### config.mk
export PLATFORM = sky130hd
export DESIGN_NAME = crc
export DESIGN_NICKNAME = d
export VERILOG_FILES = /design/src/rtl/crc.sv
export SDC_FILE = /design/constraint.sdc
export NUM_CORES = 1
export LEC_CHECK = 0
export CORE_MARGIN = 2
export CORE_UTILIZATION = 46
export CTS_CLUSTER_DIAMETER = 30
export DETAILED_ROUTE_END_ITERATION = 10
export MAX_ROUTING_LAYER = met4
export SETUP_SLACK_MARGIN = 0.4
export SLEW_MARGIN = 15
export SYNTH_ARGS = -nofsm -noshare
export SYNTH_HDL_FRONTEND = slang
export SYNTH_SLANG_ARGS = --single-unit
### constraint.sdc
create_clock -name clk -period 2.1 [get_ports clk]
set_input_delay 0.42 -clock clk [delete_from_list [all_inputs] [get_ports clk]]
set_output_delay 0.42 -clock clk [all_outputs]
set_load 0.01 [all_outputs]
### src/rtl/crc.sv
// Serial CRC-8 engine: LSB-first message in while active, then 8 registered result bits out with valid.
// Result starts the edge after active falls; no backpressure, and active/data are ignored while the result is emitted.
`timescale 1ns/1ps
module crc #(
  parameter logic [7:0] SEED = 8'hD8
) (
  input  logic clk,
  input  logic reset,
  input  logic data,
  input  logic active,
  output logic CRC,
  output logic valid
);

  typedef enum logic [1:0] {IDLE, SHIFT, OUT} state_t;

  state_t     state, state_nxt;
  logic [7:0] lfsr, lfsr_nxt, lfsr_step;
  logic [2:0] cnt, cnt_nxt;
  logic       crc_nxt, valid_nxt, fb;

  assign fb        = data ^ lfsr[0];
  assign lfsr_step = {fb, lfsr[7] ^ fb, lfsr[6], lfsr[5], lfsr[4], lfsr[3] ^ fb, lfsr[2], lfsr[1]};

  always_comb begin
    state_nxt = state;
    lfsr_nxt  = lfsr;
    cnt_nxt   = cnt;
    crc_nxt   = 1'b0;
    valid_nxt = 1'b0;
    case (state)
      IDLE: begin
        if (active) begin
          lfsr_nxt  = lfsr_step;
          state_nxt = SHIFT;
        end
      end
      SHIFT: begin
        if (active) begin
          lfsr_nxt = lfsr_step;
        end else begin
          crc_nxt   = lfsr[0];
          valid_nxt = 1'b1;
          lfsr_nxt  = {1'b0, lfsr[7:1]};
          cnt_nxt   = 3'd1;
          state_nxt = OUT;
        end
      end
      OUT: begin
        // cnt wraps to 0 once the 8th bit has been launched; that edge closes the frame
        if (cnt != 3'd0) begin
          crc_nxt   = lfsr[0];
          valid_nxt = 1'b1;
          lfsr_nxt  = {1'b0, lfsr[7:1]};
          cnt_nxt   = cnt + 3'd1;
        end else begin
          lfsr_nxt  = SEED;
          state_nxt = IDLE;
        end
      end
      default: begin
        lfsr_nxt  = SEED;
        cnt_nxt   = 3'd0;
        state_nxt = IDLE;
      end
    endcase
  end

  always_ff @(posedge clk or posedge reset) begin
    if (reset) begin
      state <= IDLE;
      lfsr  <= SEED;
      cnt   <= 3'd0;
      CRC   <= 1'b0;
      valid <= 1'b0;
    end else begin
      state <= state_nxt;
      lfsr  <= lfsr_nxt;
      cnt   <= cnt_nxt;
      CRC   <= crc_nxt;
      valid <= valid_nxt;
    end
  end

endmodule

==> results of run 1 <==
final cells by class:
| class | count | area, sq um | share of cell area, % |
|---|---|---|---|
| clock buffer | 4 | 26.3 | 2.63 |
| inverter | 11 | 41.3 | 4.14 |
| multi-input combinational | 71 | 465 | 46.7 |
| sequential | 15 | 380 | 38.1 |
| tap | 27 | 33.8 | 3.39 |
| timing repair buffer | 5 | 50.0 | 5.02 |
kinds of logic after synthesis:
family                   Yosys count  share of synthesized area (%)
AO/OA/AOI/OAI                     30                           23.0
XOR/XNOR                           3                           2.88
adder cells (fa/ha/maj)            6                           8.22
buffers and inverters             15                           8.36
flip-flops                        15                           41.6
AND/OR/NAND/NOR                   32                           15.9
synthesized netlist by cell type:
cell type	n	area, sq um
nand2_1	18	67.6
dfrtp_1	11	275
inv_1	11	41.3
a21oi_1	9	45.0
ha_1	6	75.1
nor2_1	6	22.5
o21ai_0	6	30.0
dfstp_2	4	105
a22o_1	3	26.3
a21o_1	2	15.0
buf_6	2	22.5
nand3_1	2	10.0
nor3_1	2	10.0
o211ai_1	2	15.0
o22ai_1	2	12.5
xnor2_1	2	17.5
a21boi_0	1	7.51
a311oi_4	1	26.3
a31o_2	1	8.76
a31oi_1	1	6.26
and2_1	1	6.26
buf_2	1	5.00
buf_4	1	7.51
nand2b_1	1	6.26
nand4b_1	1	8.76
nor2b_4	1	13.8
o221ai_1	1	8.76
o31a_1	1	8.76
xor2_1	1	8.76
power groups by stage:
stage               registers (mW)  clock network, mW  logic [mW]
detailed placement           0.539                  0       0.758
CTS                          0.533              0.168       0.763
floorplan                    0.514                  0       0.651
finish                       0.535              0.160       0.778
global placement             0.537                  0       0.755
global route                 0.550              0.182       0.892
critical path: stages, from the launching register on:
cell	delay [ns]
dfrtp_1	0.43
inv_1	0.06
ha_1	0.25
nand2b_1	0.17
nand2_1	0.17
a31o_2	0.28
a22o_1	0.22
metrics by stage:
stage	hold WS, ns	instance area, sq um	worst slack, ns
final	0.491	997	0.422
after global routing	0.544	997	0.345
after CTS	0.498	988	0.407
after detailed placement	0.482	962	0.212
after global placement	0.468	962	0.236
after floorplan	0.319	913	0.520
sequential cells by signal (all words and copies together) (netlist names):
register and flops:
CRC 1, cnt 3, lfsr 8, state 2, valid 1
path summary, 6_finish.rpt:
check,to,slack [ns]
min reg2reg,lfsr[3],0.50
min in group clk,lfsr[3],0.50
max reg2reg,state[0],0.42
max,state[0],0.42
min,lfsr[2],0.49
max in group asynchronous,lfsr[7],1.24
routing by layer:
| layer | part of all wire [%] | routed length (um) | vias to the layer above | global-route usage, % |
|---|---|---|---|---|
| met5 | 0 | 0 | - | - |
| met4 | 0.84 | 14 | 0 | 7.14 |
| met3 | 5.2 | 87 | 2 | 3.09 |
| met2 | 49 | 818 | 21 | 27.8 |
| met1 | 45 | 749 | 343 | 20.2 |
| li1 | - | - | 352 | - |
==> impl_metrics.ini, run 1 <==
[cells_and_area]
final_util_pct = 51.9
nets = 117
n_antenna_cell = 0
syn_to_final_growth_pct = 9.18
final_common_cell = nand2_1
drive_above_1_share_pct = 12.3
final_cells = 133
final_cell_mix = nand2_1, dfrtp_1, inv_1, a21oi_1
fillCellCount = 190

[power]
sw_frac_of_total_pct = 42.0
p_sw_mw = 0.620
power.density_mw_per_mm2 = 1480
p_int_mw = 0.854
finalPower_mw = 1.47
clockPowerShare_pct = 10.9
leakage_nw = 0.437
combinationalPowerShare_pct = 52.8
vdd_drop_max_mv = 0.668
p_seq_share_pct = 36.3

[routing]
wl_um = 1670
avgViaCountPerCell = 5.40
ant_nets = 0
wl_per_cell_um = 12.6
dr.first_iter.drc_count = 21
drtPass1Iterations = 4
vias = 718
drc = 0

[status]
status = complete, no violations

[place]
hpwl_um = 1310
place_congestion = 0.842
io_buffers = 5
dp_cells = 129

[clock_network]
cts_resized = 0
clockRootBuffer = clkbuf_4
post_cts_buffers = 0
clk_latency_ns = 0.27
cts_tree = yes
htreeDepth = 1
ctsLongestPathBuffers = 2
clk_pin_slew_ns = 0.09
clock_sinks = 15
hold_buffers = 0
cts_buffers = 3

[sta]
rsz0062_at_grt = true
worst_slew_pin_slew_ns = 0.556
final_max_slew_viol_count = 0
setup_viol = 0
fin_worst_skew_ns = 0.000620
period_needed_ns = 1.68
setup_tns_ns = 0
post-route-period-util_pct = 79.9
max_clock_freq_mhz = 596
finalHoldViolations = 0
relSlewSlack_pct = 62.9

[grt]
antenna_found_initial = 0
grt_first_pass_wirelength_um = 2930
overflow = 0
grt_max_degree = 16
grtUsageTotal_pct = 16.8
grt_pass1_vias = 662

[floorplanning]
pin_count = 6
row_count = 16
die_h_um = 48.6
start_util_pct = 47.5
coreArea_sq_mm = 0.00192
die_w_um = 48.6
die_area_sq_mm = 0.00236

[synthesis]
synth_fp_nets = 111
yosysUniqueCellTypes = 29
synth_warnings = 0
avgSynthCellArea_sq_um = 9.04
ys_seq_elements = 15
ys_seq_area_share_pct = 41.6
netlist_area_sq_um = 913
synth_cells = 101

[setup_path]
crit_type = reg -> reg
worstPathMaxFanout = 6
cp-end-kind = register
start_kind = register
cp.required_ns = 2.27
reg2reg_from = cnt[0]
crit_path_start = cnt[0]
crit_arrival_ns = 1.85
r2r_cells = 6

[run]
drv_cap = 0

[hold_path]
hp-class = in -> async
(Power assumes the default switching activity.)
==> run 2, diff against run 1 <==
Settings changed: PLACE_DENSITY set to 0.67.
Clock period 2.1 ns to 1.5 ns, I/O delays scaled along.
==> impl_metrics.ini, run 2 (synthesized netlist as in run 1, its figures left out) <==
[clock_network]
htreeDepth = 1
clockRootBuffer = clkbuf_4
ctsLongestPathBuffers = 2
clk_latency_ns = 0.28
hold_buffers = 0
cts_tree = yes
clock_sinks = 15
cts_buffers = 3
clk_pin_slew_ns = 0.10

[setup_path]
path_buf_inv = 1
crit_type = reg -> reg
cp-end-kind = register
cp_top_family = compound AO/OA/AOI/OAI gates
r2r_cells = 6
critical_path.max_stage_delay_ns = 0.46
start_kind = register
r2r_end = lfsr[2]
worstPathMaxFanout = 7
cp_slowest_cell = dfrtp_2
cp.required_ns = 1.68
worstPathCellList = inv_4, ha_4, a21o_1, a21oi_1, nor3_2, a22o_1
reg2reg_from = state[0]
crit_arrival_ns = 1.64
r2r_slack_ns = 0.04

[grt]
antenna_found_initial = 0
overflow = 0
grt_first_pass_wirelength_um = 3660
grt_pass1_vias = 817
grtUsageTotal_pct = 20.9
grt_max_degree = 16

[place]
hpwl_um = 1420
place_congestion = 0.910
io_buffers = 5
placed_cell_area_sq_mm = 0.00112

[run]
drv_cap = 0

[sta]
finalHoldViolations = 0
final_max_slew_viol_count = 0
rsz0062_at_grt = true
setup_tns_ns = 0
post-route-period-util_pct = 97.7
max_clock_freq_mhz = 683
setup_viol = 0
whs_ns = 0.312
fin_worst_skew_ns = 0.00194
worst_slew_pin_slew_ns = 0.336
period_needed_ns = 1.46
relSlewSlack_pct = 77.5

[cells_and_area]
final_cell_mix = buf_4, nand2_1, dfrtp_1, inv_1, nor2_1
regArea_sq_um = 382
regMostFlops = lfsr
final_common_cell = buf_4
multiInputGateArea_sq_um = 572
fillCellCount = 160
final_area_sq_mm = 0.00130
nets = 141
drive_above_1_share_pct = 44.6
syn_to_final_growth_pct = 41.9
largest_register_ffs = 8
n_antenna_cell = 0
reg_top3 = lfsr (8), cnt (3), state (2)

[floorplanning]
die_h_um = 48.6
die_w_um = 48.6
coreArea_sq_mm = 0.00192
pin_count = 6
start_util_pct = 47.5
die_area_sq_mm = 0.00236
row_count = 16

[routing]
drtPass1Iterations = 4
vias = 856
avgViaCountPerCell = 5.45
wl_per_cell_um = 14.5
drc = 0
wl_um = 2280
ant_nets = 0
dr.first_iter.drc_count = 21

[hold_path]
hp-class = in -> async

[power]
p_seq_share_pct = 26.9
leakage_nw = 0.591
power.density_mw_per_mm2 = 2160
p_sw_mw = 1.17
clockPowerShare_pct = 8.4
sw_frac_of_total_pct = 41.6
p_int_mw = 1.64
combinationalPowerShare_pct = 64.7
vdd_drop_max_mv = 1.11

[status]
status = complete, no violations
run 2: cell types whose count changed in the layout (fill, tap and decap cells not counted), sizes merged:
cell	change
buf	+26
clkdlybuf4s50	-2
clkinv	+1
clkbuf	-1
run 2: power groups by stage:
stage               sequential (mW)  combinational (mW)  clock, mW
floorplan                     0.724                1.08          0
global placement              0.743                1.38          0
detailed placement            0.750                1.41          0
CTS                           0.748                1.65      0.242
global route                  0.773                1.93      0.267
finish                        0.755                1.81      0.235
run 2: worst max-delay path by stage:
stage                     startpoint       to  depth (start not counted)
after floorplan             state[0]  lfsr[6]                          8
after global placement          data  lfsr[2]                          6
after detailed placement        data  lfsr[2]                          6
after CTS                   state[0]  lfsr[6]                          6
after global routing        state[0]  lfsr[2]                          6
final                       state[0]  lfsr[2]                          6
run 2: layout make-up:
type	instances	area share, %
multi-input combinational	71	44.1
tap	27	2.61
clock inverter	1	0.386
inverter	11	3.38
sequential	15	29.4
clock buffer	3	1.74
timing repair buffer	29	18.3
run 2: worst register-to-register path, stage by stage, from the launching register on:
cell	delay, ns
dfrtp_2	0.46
inv_4	0.07
ha_4	0.19
a21o_1	0.20
a21oi_1	0.19
nor3_2	0.08
a22o_1	0.18
run 2: timing repair:
action / CTS / global route
buffers inserted: 7 / 4
setup endpoints to repair: 17 / 17
pin swaps: 8 / 2
gates resized for setup: 20 / 5
run 2: layer usage:
metal | track usage (%) | wire length [um] | vias to the layer above
met5 | - | 0 | -
met3 | 3.70 | 96 | 4
met1 | 24.6 | 951 | 425
met2 | 35.6 | 1210 | 22
li1 | - | - | 405
met4 | 8.10 | 29 | 0
run 2: per-stage QoR:
step / utilization [%] / total power [mW] / instances / setup WS, ns
after CTS: 64.8 / 2.64 / 153 / 0.0867
after floorplan: - / 1.81 / 101 / -0.0502
after global routing: 67.4 / 2.97 / 157 / 0.0429
final: 67.4 / 2.80 / 157 / 0.0351
after global placement: 58.3 / 2.12 / 142 / -0.0966
after detailed placement: 58.3 / 2.16 / 142 / -0.129
==> run 3, diff against run 2 <==
Settings changed: SLEW_MARGIN 15 to 20.
==> results of run 3 <==
Final layout, timing and power as in run 2 (identical DEF).
